===== src/rtl/cam_frame_gen_if.sv =====
// Camera-side bus between the synthetic frame source and the capture stage.
// The source owns every signal; the capture stage only observes.
interface cam_frame_gen_if;
  logic       CAM_vsync;
  logic       CAM_href;
  logic [7:0] CAM_px_data;

  modport master (output CAM_vsync, output CAM_href, output CAM_px_data);
  modport slave  (input  CAM_vsync, input  CAM_href, input  CAM_px_data);
endinterface


===== src/rtl/cam_frame_gen.sv =====
// Synthetic OV7670-style RGB444 frame source: vsync / back porch / active lines / front porch,
// producing two bytes per pixel with solid, colour-bar or pixel-index content.
module cam_frame_gen #(
  parameter int W         = 160,
  parameter int H         = 120,
  parameter int HB_CYC    = 16,
  parameter int VS_LINES  = 3,
  parameter int VBP_LINES = 2,
  parameter int VFP_LINES = 2
) (
  input  logic                  CAM_pclk,
  input  logic                  rst,
  input  logic                  enable,
  input  logic [1:0]            pattern,
  input  logic [11:0]           solid_rgb,
  cam_frame_gen_if.master       cam,
  output logic                  frame_done,
  output logic [15:0]           frame_cnt,
  output logic [2:0]            dbg_state_o
);

  localparam int LINE_CYC = 2 * W + HB_CYC;
  localparam int VS_CYC   = VS_LINES * LINE_CYC;
  localparam int VBP_CYC  = VBP_LINES * LINE_CYC;
  localparam int VFP_CYC  = VFP_LINES * LINE_CYC;
  localparam int ACT_CYC  = 2 * W;
  localparam int M1       = (VS_CYC > VBP_CYC) ? VS_CYC : VBP_CYC;
  localparam int M2       = (M1 > VFP_CYC) ? M1 : VFP_CYC;
  localparam int M3       = (M2 > ACT_CYC) ? M2 : ACT_CYC;
  localparam int CNT_MAX  = (M3 > HB_CYC) ? M3 : HB_CYC;
  localparam int CNT_W    = (CNT_MAX > 2) ? $clog2(CNT_MAX) : 2;
  localparam int ROW_W    = (H > 1) ? $clog2(H) : 1;
  localparam int BAR_PX   = W / 8;

  localparam logic [CNT_W-1:0] VS_LAST  = CNT_W'(VS_CYC - 1);
  localparam logic [CNT_W-1:0] VBP_LAST = CNT_W'(VBP_CYC - 1);
  localparam logic [CNT_W-1:0] VFP_LAST = CNT_W'(VFP_CYC - 1);
  localparam logic [CNT_W-1:0] ACT_LAST = CNT_W'(ACT_CYC - 1);
  localparam logic [CNT_W-1:0] HB_LAST  = CNT_W'(HB_CYC - 1);
  localparam logic [CNT_W-1:0] CNT_ONE  = CNT_W'(1);
  localparam logic [ROW_W-1:0] ROW_LAST = ROW_W'(H - 1);
  localparam logic [ROW_W-1:0] ROW_ONE  = ROW_W'(1);

  typedef enum logic [2:0] {
    S_IDLE   = 3'd0,
    S_VSYNC  = 3'd1,
    S_VBP    = 3'd2,
    S_ACTIVE = 3'd3,
    S_HBLANK = 3'd4,
    S_VFP    = 3'd5
  } state_e;

  state_e           state_q, state_d;
  logic [CNT_W-1:0] cnt_q, cnt_d;
  logic [ROW_W-1:0] row_q, row_d;
  logic [11:0]      pidx_q, pidx_d;
  logic [1:0]       pat_q, pat_d;
  logic [11:0]      rgb_q, rgb_d;
  logic             done_d;

  logic             vsync_q, href_q, done_q;
  logic [7:0]       px_q, px_d;
  logic [15:0]      fcnt_q;

  logic [CNT_W-2:0] x_nx;
  logic [2:0]       bar;
  logic [11:0]      bar_rgb;
  logic [3:0]       hi_nib;
  logic [7:0]       lo_byte;

  // cnt counts cycles within the current state; in ACTIVE it is the byte index b.
  always_comb begin
    state_d = state_q;
    cnt_d   = cnt_q;
    row_d   = row_q;
    pidx_d  = pidx_q;
    pat_d   = pat_q;
    rgb_d   = rgb_q;
    done_d  = 1'b0;
    case (state_q)
      S_IDLE: begin
        if (enable) begin
          state_d = S_VSYNC;
          cnt_d   = '0;
          pat_d   = pattern;
          rgb_d   = solid_rgb;
        end
      end
      S_VSYNC: begin
        if (cnt_q == VS_LAST) begin
          state_d = S_VBP;
          cnt_d   = '0;
        end else begin
          cnt_d = cnt_q + CNT_ONE;
        end
      end
      S_VBP: begin
        if (cnt_q == VBP_LAST) begin
          state_d = S_ACTIVE;
          cnt_d   = '0;
          row_d   = '0;
          pidx_d  = '0;
        end else begin
          cnt_d = cnt_q + CNT_ONE;
        end
      end
      S_ACTIVE: begin
        // The pixel index advances once the second byte of a pixel has gone out.
        if (cnt_q[0]) pidx_d = pidx_q + 12'd1;
        if (cnt_q == ACT_LAST) begin
          state_d = S_HBLANK;
          cnt_d   = '0;
          done_d  = (row_q == ROW_LAST);
        end else begin
          cnt_d = cnt_q + CNT_ONE;
        end
      end
      S_HBLANK: begin
        if (cnt_q == HB_LAST) begin
          cnt_d = '0;
          if (row_q != ROW_LAST) begin
            state_d = S_ACTIVE;
            row_d   = row_q + ROW_ONE;
          end else begin
            state_d = S_VFP;
          end
        end else begin
          cnt_d = cnt_q + CNT_ONE;
        end
      end
      S_VFP: begin
        if (cnt_q == VFP_LAST) begin
          cnt_d = '0;
          if (enable) begin
            state_d = S_VSYNC;
            pat_d   = pattern;
            rgb_d   = solid_rgb;
          end else begin
            state_d = S_IDLE;
          end
        end else begin
          cnt_d = cnt_q + CNT_ONE;
        end
      end
      default: state_d = S_IDLE;
    endcase
  end

  // Outputs are built from next-state values so the registered byte lines up with href.
  always_comb begin
    x_nx = cnt_d[CNT_W-1:1];
    bar  = 3'd0;
    for (int k = 1; k < 8; k++) begin
      if (int'(x_nx) >= k * BAR_PX) bar = bar + 3'd1;
    end
    case (bar)
      3'd0:    bar_rgb = 12'hFFF;
      3'd1:    bar_rgb = 12'hFF0;
      3'd2:    bar_rgb = 12'h0FF;
      3'd3:    bar_rgb = 12'h0F0;
      3'd4:    bar_rgb = 12'hF0F;
      3'd5:    bar_rgb = 12'hF00;
      3'd6:    bar_rgb = 12'h00F;
      default: bar_rgb = 12'h000;
    endcase
    case (pat_d)
      2'd1: begin
        hi_nib  = bar_rgb[11:8];
        lo_byte = bar_rgb[7:0];
      end
      2'd2: begin
        hi_nib  = pidx_d[11:8];
        lo_byte = pidx_d[7:0];
      end
      default: begin
        hi_nib  = rgb_d[11:8];
        lo_byte = rgb_d[7:0];
      end
    endcase
    px_d = 8'h00;
    if (state_d == S_ACTIVE) px_d = cnt_d[0] ? lo_byte : {4'h0, hi_nib};
  end

  always_ff @(posedge CAM_pclk) begin
    if (rst) begin
      state_q <= S_IDLE;
      cnt_q   <= '0;
      row_q   <= '0;
      pidx_q  <= '0;
      pat_q   <= '0;
      rgb_q   <= '0;
      vsync_q <= 1'b0;
      href_q  <= 1'b0;
      px_q    <= 8'h00;
      done_q  <= 1'b0;
      fcnt_q  <= 16'h0000;
    end else begin
      state_q <= state_d;
      cnt_q   <= cnt_d;
      row_q   <= row_d;
      pidx_q  <= pidx_d;
      pat_q   <= pat_d;
      rgb_q   <= rgb_d;
      vsync_q <= (state_d == S_VSYNC);
      href_q  <= (state_d == S_ACTIVE);
      px_q    <= px_d;
      done_q  <= done_d;
      if (done_d) fcnt_q <= fcnt_q + 16'd1;
    end
  end

  assign cam.CAM_vsync   = vsync_q;
  assign cam.CAM_href    = href_q;
  assign cam.CAM_px_data = px_q;
  assign frame_done      = done_q;
  assign frame_cnt       = fcnt_q;
  assign dbg_state_o     = state_q;

endmodule


===== src/flat_wrapper.sv =====
// flat-port wrapper written by rule: the top's interface ports become plain ports
module cam_frame_gen_flat 
#(
  parameter int W         = 160,
  parameter int H         = 120,
  parameter int HB_CYC    = 16,
  parameter int VS_LINES  = 3,
  parameter int VBP_LINES = 2,
  parameter int VFP_LINES = 2
)
  (CAM_pclk, rst, enable, pattern, solid_rgb, frame_done, frame_cnt, dbg_state_o, cam_CAM_vsync, cam_CAM_href, cam_CAM_px_data);
  cam_frame_gen_if cam_i ();
  input  logic CAM_pclk;
  input  logic rst;
  input  logic enable;
  input  logic [1:0] pattern;
  input  logic [11:0] solid_rgb;
  output logic frame_done;
  output logic [15:0] frame_cnt;
  output logic [2:0] dbg_state_o;
  output wire logic [$bits(cam_i.CAM_vsync)-1:0] cam_CAM_vsync;
  output wire logic [$bits(cam_i.CAM_href)-1:0] cam_CAM_href;
  output wire logic [$bits(cam_i.CAM_px_data)-1:0] cam_CAM_px_data;
  assign cam_CAM_vsync = cam_i.CAM_vsync;
  assign cam_CAM_href = cam_i.CAM_href;
  assign cam_CAM_px_data = cam_i.CAM_px_data;
  cam_frame_gen #(.W(W), .H(H), .HB_CYC(HB_CYC), .VS_LINES(VS_LINES), .VBP_LINES(VBP_LINES), .VFP_LINES(VFP_LINES)) u_core (.CAM_pclk(CAM_pclk), .rst(rst), .enable(enable), .pattern(pattern), .solid_rgb(solid_rgb), .cam(cam_i), .frame_done(frame_done), .frame_cnt(frame_cnt), .dbg_state_o(dbg_state_o));
endmodule

===== config.mk =====
export PLATFORM = sky130hd
export DESIGN_NAME = cam_frame_gen_flat
export DESIGN_NICKNAME = d
export VERILOG_FILES = /design/src/rtl/cam_frame_gen_if.sv /design/src/rtl/cam_frame_gen.sv /design/src/flat_wrapper.sv
export SDC_FILE = /design/constraint.sdc
export NUM_CORES = 1
export LEC_CHECK = 0
export CORE_ASPECT_RATIO = 0.6
export CORE_MARGIN = 2
export CORE_UTILIZATION = 41
export DETAILED_ROUTE_END_ITERATION = 6
export SKIP_LAST_GASP = 1
export SYNTH_ARGS = -nofsm -noshare
export SYNTH_HDL_FRONTEND = slang
export SYNTH_SLANG_ARGS = --single-unit
export TNS_END_PERCENT = 1

===== constraint.sdc =====
create_clock -name CAM_pclk -period 8.3 [get_ports CAM_pclk]
set_input_delay 1.66 -clock CAM_pclk [delete_from_list [all_inputs] [get_ports CAM_pclk]]
set_output_delay 1.66 -clock CAM_pclk [all_outputs]
set_load 0.01 [all_outputs]

==> results of run 1 <==
==> cell families after synthesis <==
kind of cell               count (synthesis)  synth area share (%)
AOI/OAI and AO/OA                        124                 20.10
xor gates and xnor gates                  28                 6.181
adders and majority gates                 12                 3.387
buffers and inverters                     47                 5.927
DFF                                       73                 32.97
muxes                                     20                 4.572
and+or+nand+nor                          230                 26.87
==> flip-flops by register name (all words and copies together) (netlist names) <==
register	count
u_core.frame_cnt	16
u_core.pidx_q	12
u_core.rgb_q	12
u_core.cnt_q	10
u_core.cam.CAM_px_data	8
u_core.row_q	7
u_core.dbg_state_o	3
u_core.pat_q	2
u_core.cam.CAM_href	1
u_core.cam.CAM_vsync	1
u_core.frame_done	1
==> power by group through the flow <==
stage	Sequential (W)	Clock (W)	Combinational, W
floorplan	0.000367	0	0.0000564
finish	0.000362	0.000393	0.0000798
detailed placement	0.000369	0	0.0000784
global route	0.000362	0.000415	0.0000871
global placement	0.000369	0	0.0000773
CTS	0.000362	0.000401	0.0000788
==> cells in the mapped netlist, drive strengths merged, types with 5 or more instances <==
cell,instances,area (µm²)
nand2,45,171.4
o31ai,5,56.30
and3,5,31.28
o21ai,29,145.1
dfxtp,73,1461
a21oi,36,191.4
or3,16,112.6
ha,12,150.1
and2,7,45.05
buf,9,78.82
mux2i,18,180.2
nor2b,11,68.82
o211ai,7,52.55
or2,6,37.54
and4,6,56.31
nor2,66,247.7
nor3,10,55.05
nand4,6,43.79
a22o,6,53.80
nand3,33,170.2
xor2,13,113.9
inv,17,63.81
clkbuf,21,120.1
xnor2,13,113.9
==> through the flow <==
stage | instance area (µm²) | hold slack (ns) | std cells | setup slack [ns]
global placement | 4878 | 0.4792 | 691 | 1.225
detailed placement | 4878 | 0.4855 | 691 | 0.9581
CTS | 5175 | 0.4990 | 707 | 1.304
global route | 5175 | 0.5264 | 707 | 0.7677
floorplan | 4433 | 0.4600 | 534 | 2.063
finish | 5175 | 0.4932 | 707 | 1.165
==> tightest hold or removal path, delay by kind of cell, from the launching register on <==
| kind | cells | cell delay (ns) |
|---|---|---|
| DFF | 1 | 0.30 |
| muxes | 1 | 0.08 |
| and+or+nand+nor | 1 | 0.08 |
==> per-layer routing <==
layer	vias up	wire length, µm	global-route usage (%)
met1	1896	5964	29.42
met4	0	160	6.494
met3	13	912	6.332
met2	123	4302	26.78
li1	1976	-	-
met5	-	0	0
==> layout make-up <==
type | instances | area, µm² | area share, %
multi-input combinational | 414 | 2709 | 52.35
sequential | 73 | 1461 | 28.24
timing repair buffer | 48 | 470.5 | 9.091
clock buffer | 10 | 229.0 | 4.425
tap | 139 | 173.9 | 3.361
clock inverter | 6 | 67.56 | 1.306
inverter | 17 | 63.81 | 1.233
==> layout by cell type (no fill, tap or decap), types with 13 or more instances in the layout <==
cell type,netlist,routed
sky130_fd_sc_hd__inv_1,17,17
sky130_fd_sc_hd__mux2i_1,18,18
sky130_fd_sc_hd__nand3_1,32,32
sky130_fd_sc_hd__xor2_1,13,13
sky130_fd_sc_hd__a21oi_1,35,35
sky130_fd_sc_hd__o21ai_0,27,27
sky130_fd_sc_hd__nor2_1,66,66
sky130_fd_sc_hd__xnor2_1,13,13
sky130_fd_sc_hd__dfxtp_1,73,73
sky130_fd_sc_hd__clkdlybuf4s50_1,0,45
sky130_fd_sc_hd__nand2_1,44,44
==> worst min path at each step <==
stage	startpoint	endpoint	slack, ns	cells past startpoint
detailed placement	u_core.rgb_q[7]	u_core.rgb_q[7]	0.49	2
CTS	u_core.rgb_q[7]	u_core.rgb_q[7]	0.50	2
global route	u_core.rgb_q[6]	u_core.rgb_q[6]	0.53	2
global placement	u_core.rgb_q[3]	u_core.rgb_q[3]	0.48	2
finish	u_core.rgb_q[7]	u_core.rgb_q[7]	0.49	2
floorplan	u_core.rgb_q[0]	u_core.rgb_q[0]	0.46	2
==> results.json, run 1 <==
{
  "status": "finished, final reports clean",
  "port_buffers": 46,
  "postSynth.topFlopCell": "sky130_fd_sc_hd__dfxtp_1",
  "holdBufCountCts": 0,
  "synth.distinct_cells": 82,
  "first_pass_iters": 7,
  "routed_via_density": 5.669,
  "worstSetupEndpoint": "u_core.cam.CAM_px_data[3]",
  "ctsHtreeMaxLevel": 3,
  "die_w_um": 138.2,
  "detail_route.drc_violations": 0,
  "postSynthNetCount": 563,
  "measured_slew_at_the_worst_slew_check_pin_ns": 1.070,
  "critPathKind": "reg -> reg",
  "timing.critical_path.fanout_max": 14,
  "n_fill_cell": 1010,
  "hp-class": "reg -> reg",
  "finalNetCount": 592,
  "leakage_nw": 1.946,
  "initial_utilization_pct": 41.98,
  "maxSlewHeadroom_pct": 28.67,
  "grt_pass1_wl_um": 18640,
  "critical_path.startpoint": "u_core.cnt_q[0]",
  "post_synth_inst_count": 534,
  "clock_tree.buffer_depth": 2,
  "via_count": 4008,
  "synth_sequential_area_ratio_pct": 32.97,
  "total_switching_power_w": 0.0002138,
  "drv.max_cap_violation_count": 0,
  "report.power.total_w": 0.0008347,
  "row_count": 29,
  "final_core_util_pct": 49.01,
  "rrSetupSlack_ns": 1.17,
  "timing.critical_path.slowest_stage_cell": "sky130_fd_sc_hd__dfxtp_1",
  "antenna_violations_before_repair": 0,
  "seq_power_share_pct": 43.4,
  "combinationalPowerShare_pct": 9.6,
  "critPathMostFrequentCell": "sky130_fd_sc_hd__ha_1",
  "clock_skew_ns": 0.007146,
  "die_height_um": 84.55,
  "post_synth_edffs": 0,
  "place_hpwl_um": 8263,
  "cts_root_buffer": "sky130_fd_sc_hd__clkbuf_16",
  "crit_required_ns": 8.54,
  "power_density_mw_per_mm2": 161.3,
  "skew_pair_late_insertion_delay_ns": 0.34,
  "cts.clk_slew.worst_paths_ns": 0.06,
  "intPower_w": 0.0006209,
  "timing.critical_path.slowest_cell_delay_ns": 0.62,
  "gr-usage-all-layers_pct": 19.82,
  "grt_max_degree": 56,
  "startpoint_type": "register",
  "dieArea_mm2": 0.01169,
  "tritoncts": "done",
  "arrival_ns": 7.37,
  "rsz0062_at_grt": "no",
  "critPathTopFamily": "compound AO/OA/AOI/OAI gates",
  "timing.critical_path.buf_inv": 1,
  "synth-async-reset-ratio_pct": 0,
  "ant_nets": 0,
  "final-max-slew-violation-count": 0,
  "maxClockFrequency_ghz": 0.1402,
  "cts_buffers": 9,
  "post_cts_resize_count": 0,
  "layout-drive-gt1-share_pct": 9.859,
  "area_growth_pct": 16.74,
  "netlist_area_before_placement_mm2": 0.004433,
  "coreArea_mm2": 0.01056,
  "min_period_ns": 7.135,
  "setup_viol_count_final": 0,
  "yosys_warnings": 0,
  "setup_tns_ns": 0,
  "clk_network_pwr_share_pct": 47.1,
  "num_antenna_cells": 0,
  "grt_remaining_overflow": 0,
  "postRouteWirelength_um": 11340,
  "hold_viol": 0,
  "first_iter_violations": 296,
  "ir_drop_mv": 0.1300,
  "min_period_over_period_pct": 85.96,
  "r2r_start": "u_core.cnt_q[0]",
  "cts_sinks": 73,
  "rr_endpoint": "u_core.cam.CAM_px_data[3]",
  "critical_path.endpoint_type": "register",
  "worst_r2r_path_depth": 25,
  "post_synth.cell_area_avg_um2": 8.302,
  "critical_path_depth": 25,
  "p_sw_share_pct": 25.61,
  "cts_setup_buffers": 0,
  "first_global_vias": 3706,
  "routabilityCongestion": 0.8733,
  "drt-wirelength-per-cell_um": 16.04,
  "i_o_pin_count": 47,
  "ys_ff_latch": 73
}
Power figures use the tool's default switching activity.
==> run 2, diff against run 1 <==
Settings changed: CORE_MARGIN 2 to 4.
==> results.json, run 2 (synthesis results as in run 1) <==
{
  "final-max-slew-violation-count": 0,
  "min_period_over_period_pct": 87.04,
  "place_hpwl_um": 8166,
  "startpoint_type": "primary input",
  "clock_tree.buffer_depth": 2,
  "cts_setup_buffers": 0,
  "timing.critical_path.slowest_cell_delay_ns": 0.57,
  "clk_network_pwr_share_pct": 47.6,
  "cts_buffers": 9,
  "critPathKind": "in -> reg",
  "grt_pass1_wl_um": 18530,
  "measured_slew_at_the_worst_slew_check_pin_ns": 1.073,
  "maxClockFrequency_ghz": 0.1384,
  "drv.max_cap_violation_count": 0,
  "power_density_mw_per_mm2": 162.3,
  "hold_viol": 0,
  "cts_root_buffer": "sky130_fd_sc_hd__clkbuf_16",
  "ir_drop_mv": 0.1111,
  "critical_path.cell_chain": "clkdlybuf4s50_1 -> nor2_1 -> a21boi_1 -> a22o_1 -> nand2_1 -> nor3b_1 -> inv_1 -> ha_1 -> o21ai_0 -> inv_1 -> ha_1 -> nor2_1 -> nor2_1 -> ha_1 -> o21ai_0 -> o31ai_1 -> ha_1 -> mux2_2 -> ha_1 -> nor2_1 -> mux2_2 -> o31ai_2 -> o211ai_1 -> a22o_1",
  "cts_sinks": 73,
  "timing.critical_path.fanout_max": 8,
  "min_period_ns": 7.224,
  "drt-wirelength-per-cell_um": 15.78,
  "via_count": 3968,
  "routabilityCongestion": 0.8825,
  "mostFrequentLayoutCells": "sky130_fd_sc_hd__dfxtp_1, sky130_fd_sc_hd__nor2_1, sky130_fd_sc_hd__clkdlybuf4s50_1, sky130_fd_sc_hd__nand2_1, sky130_fd_sc_hd__a21oi_1",
  "skew_pair_late_insertion_delay_ns": 0.34,
  "initial_utilization_pct": 41.98,
  "routed_via_density": 5.620,
  "finalNetCount": 591,
  "coreArea_mm2": 0.01056,
  "ctsHtreeMaxLevel": 3,
  "total_switching_power_w": 0.0002175,
  "maxSlewHeadroom_pct": 28.47,
  "arrival_ns": 7.45,
  "intPower_w": 0.0006220,
  "post_cts_resize_count": 0,
  "first_pass_iters": 5,
  "die_w_um": 142.2,
  "num_antenna_cells": 0,
  "final_core_util_pct": 48.99,
  "grt_max_degree": 56,
  "report.power.total_w": 0.0008395,
  "first_global_vias": 3620,
  "number_of_flip_flops_in_the_largest_register": 16,
  "crit_required_ns": 8.53,
  "first_iter_violations": 311,
  "die_height_um": 88.55,
  "gr-usage-all-layers_pct": 18.36,
  "layout-drive-gt1-share_pct": 9.877,
  "dieArea_mm2": 0.01259,
  "hp-class": "reg -> reg",
  "grt_remaining_overflow": 0,
  "p_sw_share_pct": 25.91,
  "leading_cell_type_in_the_layout_fill_and_taps_excluded": "sky130_fd_sc_hd__dfxtp_1",
  "rrSetupSlack_ns": 1.18,
  "critical_path.endpoint_type": "register",
  "port_buffers": 46,
  "i_o_pin_count": 47,
  "row_count": 29,
  "setup_tns_ns": 0,
  "detail_route.drc_violations": 0,
  "critPathMostFrequentCell": "sky130_fd_sc_hd__ha_1",
  "seq_power_share_pct": 43.1,
  "postRouteWirelength_um": 11140,
  "ant_nets": 0,
  "timing.critical_path.slowest_stage_cell": "sky130_fd_sc_hd__clkdlybuf4s50_1",
  "holdBufCountCts": 0,
  "tritoncts": "done",
  "status": "finished, final reports clean",
  "rsz0062_at_grt": "no",
  "leakage_nw": 1.945,
  "clock_skew_ns": 0.005347,
  "cts.clk_slew.worst_paths_ns": 0.06,
  "setup_viol_count_final": 0,
  "combinationalPowerShare_pct": 9.3,
  "antenna_violations_before_repair": 0,
  "area_growth_pct": 16.68
}
## run 2: power groups by stage
stage               Sequential [W]  Clock, W  Combinational (W)
global route              0.000362  0.000426          0.0000853
detailed placement        0.000369         0          0.0000768
finish                    0.000362  0.000400          0.0000778
CTS                       0.000362  0.000410          0.0000771
global placement          0.000369         0          0.0000760
floorplan                 0.000367         0          0.0000564
## run 2: worst paths after layout
path                    from                        end  cells after the start
max                   enable  u_core.cam.CAM_px_data[3]                     24
min          u_core.rgb_q[8]            u_core.rgb_q[8]                      2
max reg2reg  u_core.cnt_q[0]  u_core.cam.CAM_px_data[3]                     25
min reg2reg  u_core.rgb_q[8]            u_core.rgb_q[8]                      2
## run 2: area by class of cell
class	count	area [µm²]
fillers	999	5386
multi-input cells	414	2709
flip-flops and latches	73	1461
repair buffers	47	462.9
clock buffers	9	225.2
well taps	139	173.9
clock inverters	7	76.32
inverters	17	63.81
## run 2: stage by stage
step	hold WS [ns]	cell area (µm²)	worst slack [ns]	std cells
final	0.4959	5172	1.076	706
after global routing	0.5147	5172	0.6967	706
after CTS	0.4958	5172	1.138	706
after detailed placement	0.4818	4871	0.7853	690
after global placement	0.4818	4871	1.068	690
after floorplan	0.4600	4433	2.063	534
## run 2: worst max-delay path: cells and delay by family
| kind | cells | cell delay (ns) |
|---|---|---|
| compound gates | 8 | 2.24 |
| fa+ha+maj | 5 | 1.44 |
| buf+inv | 3 | 0.72 |
| mux | 2 | 0.54 |
| simple gates | 6 | 0.85 |
## run 2: per-layer routing
metal	share of wire (%)	vias up	track usage (%)
li1	-	1978	-
met1	54	1845	28.51
met2	38	139	24.43
met3	7.0	6	5.346
met4	0.57	0	4.355
met5	0	-	0
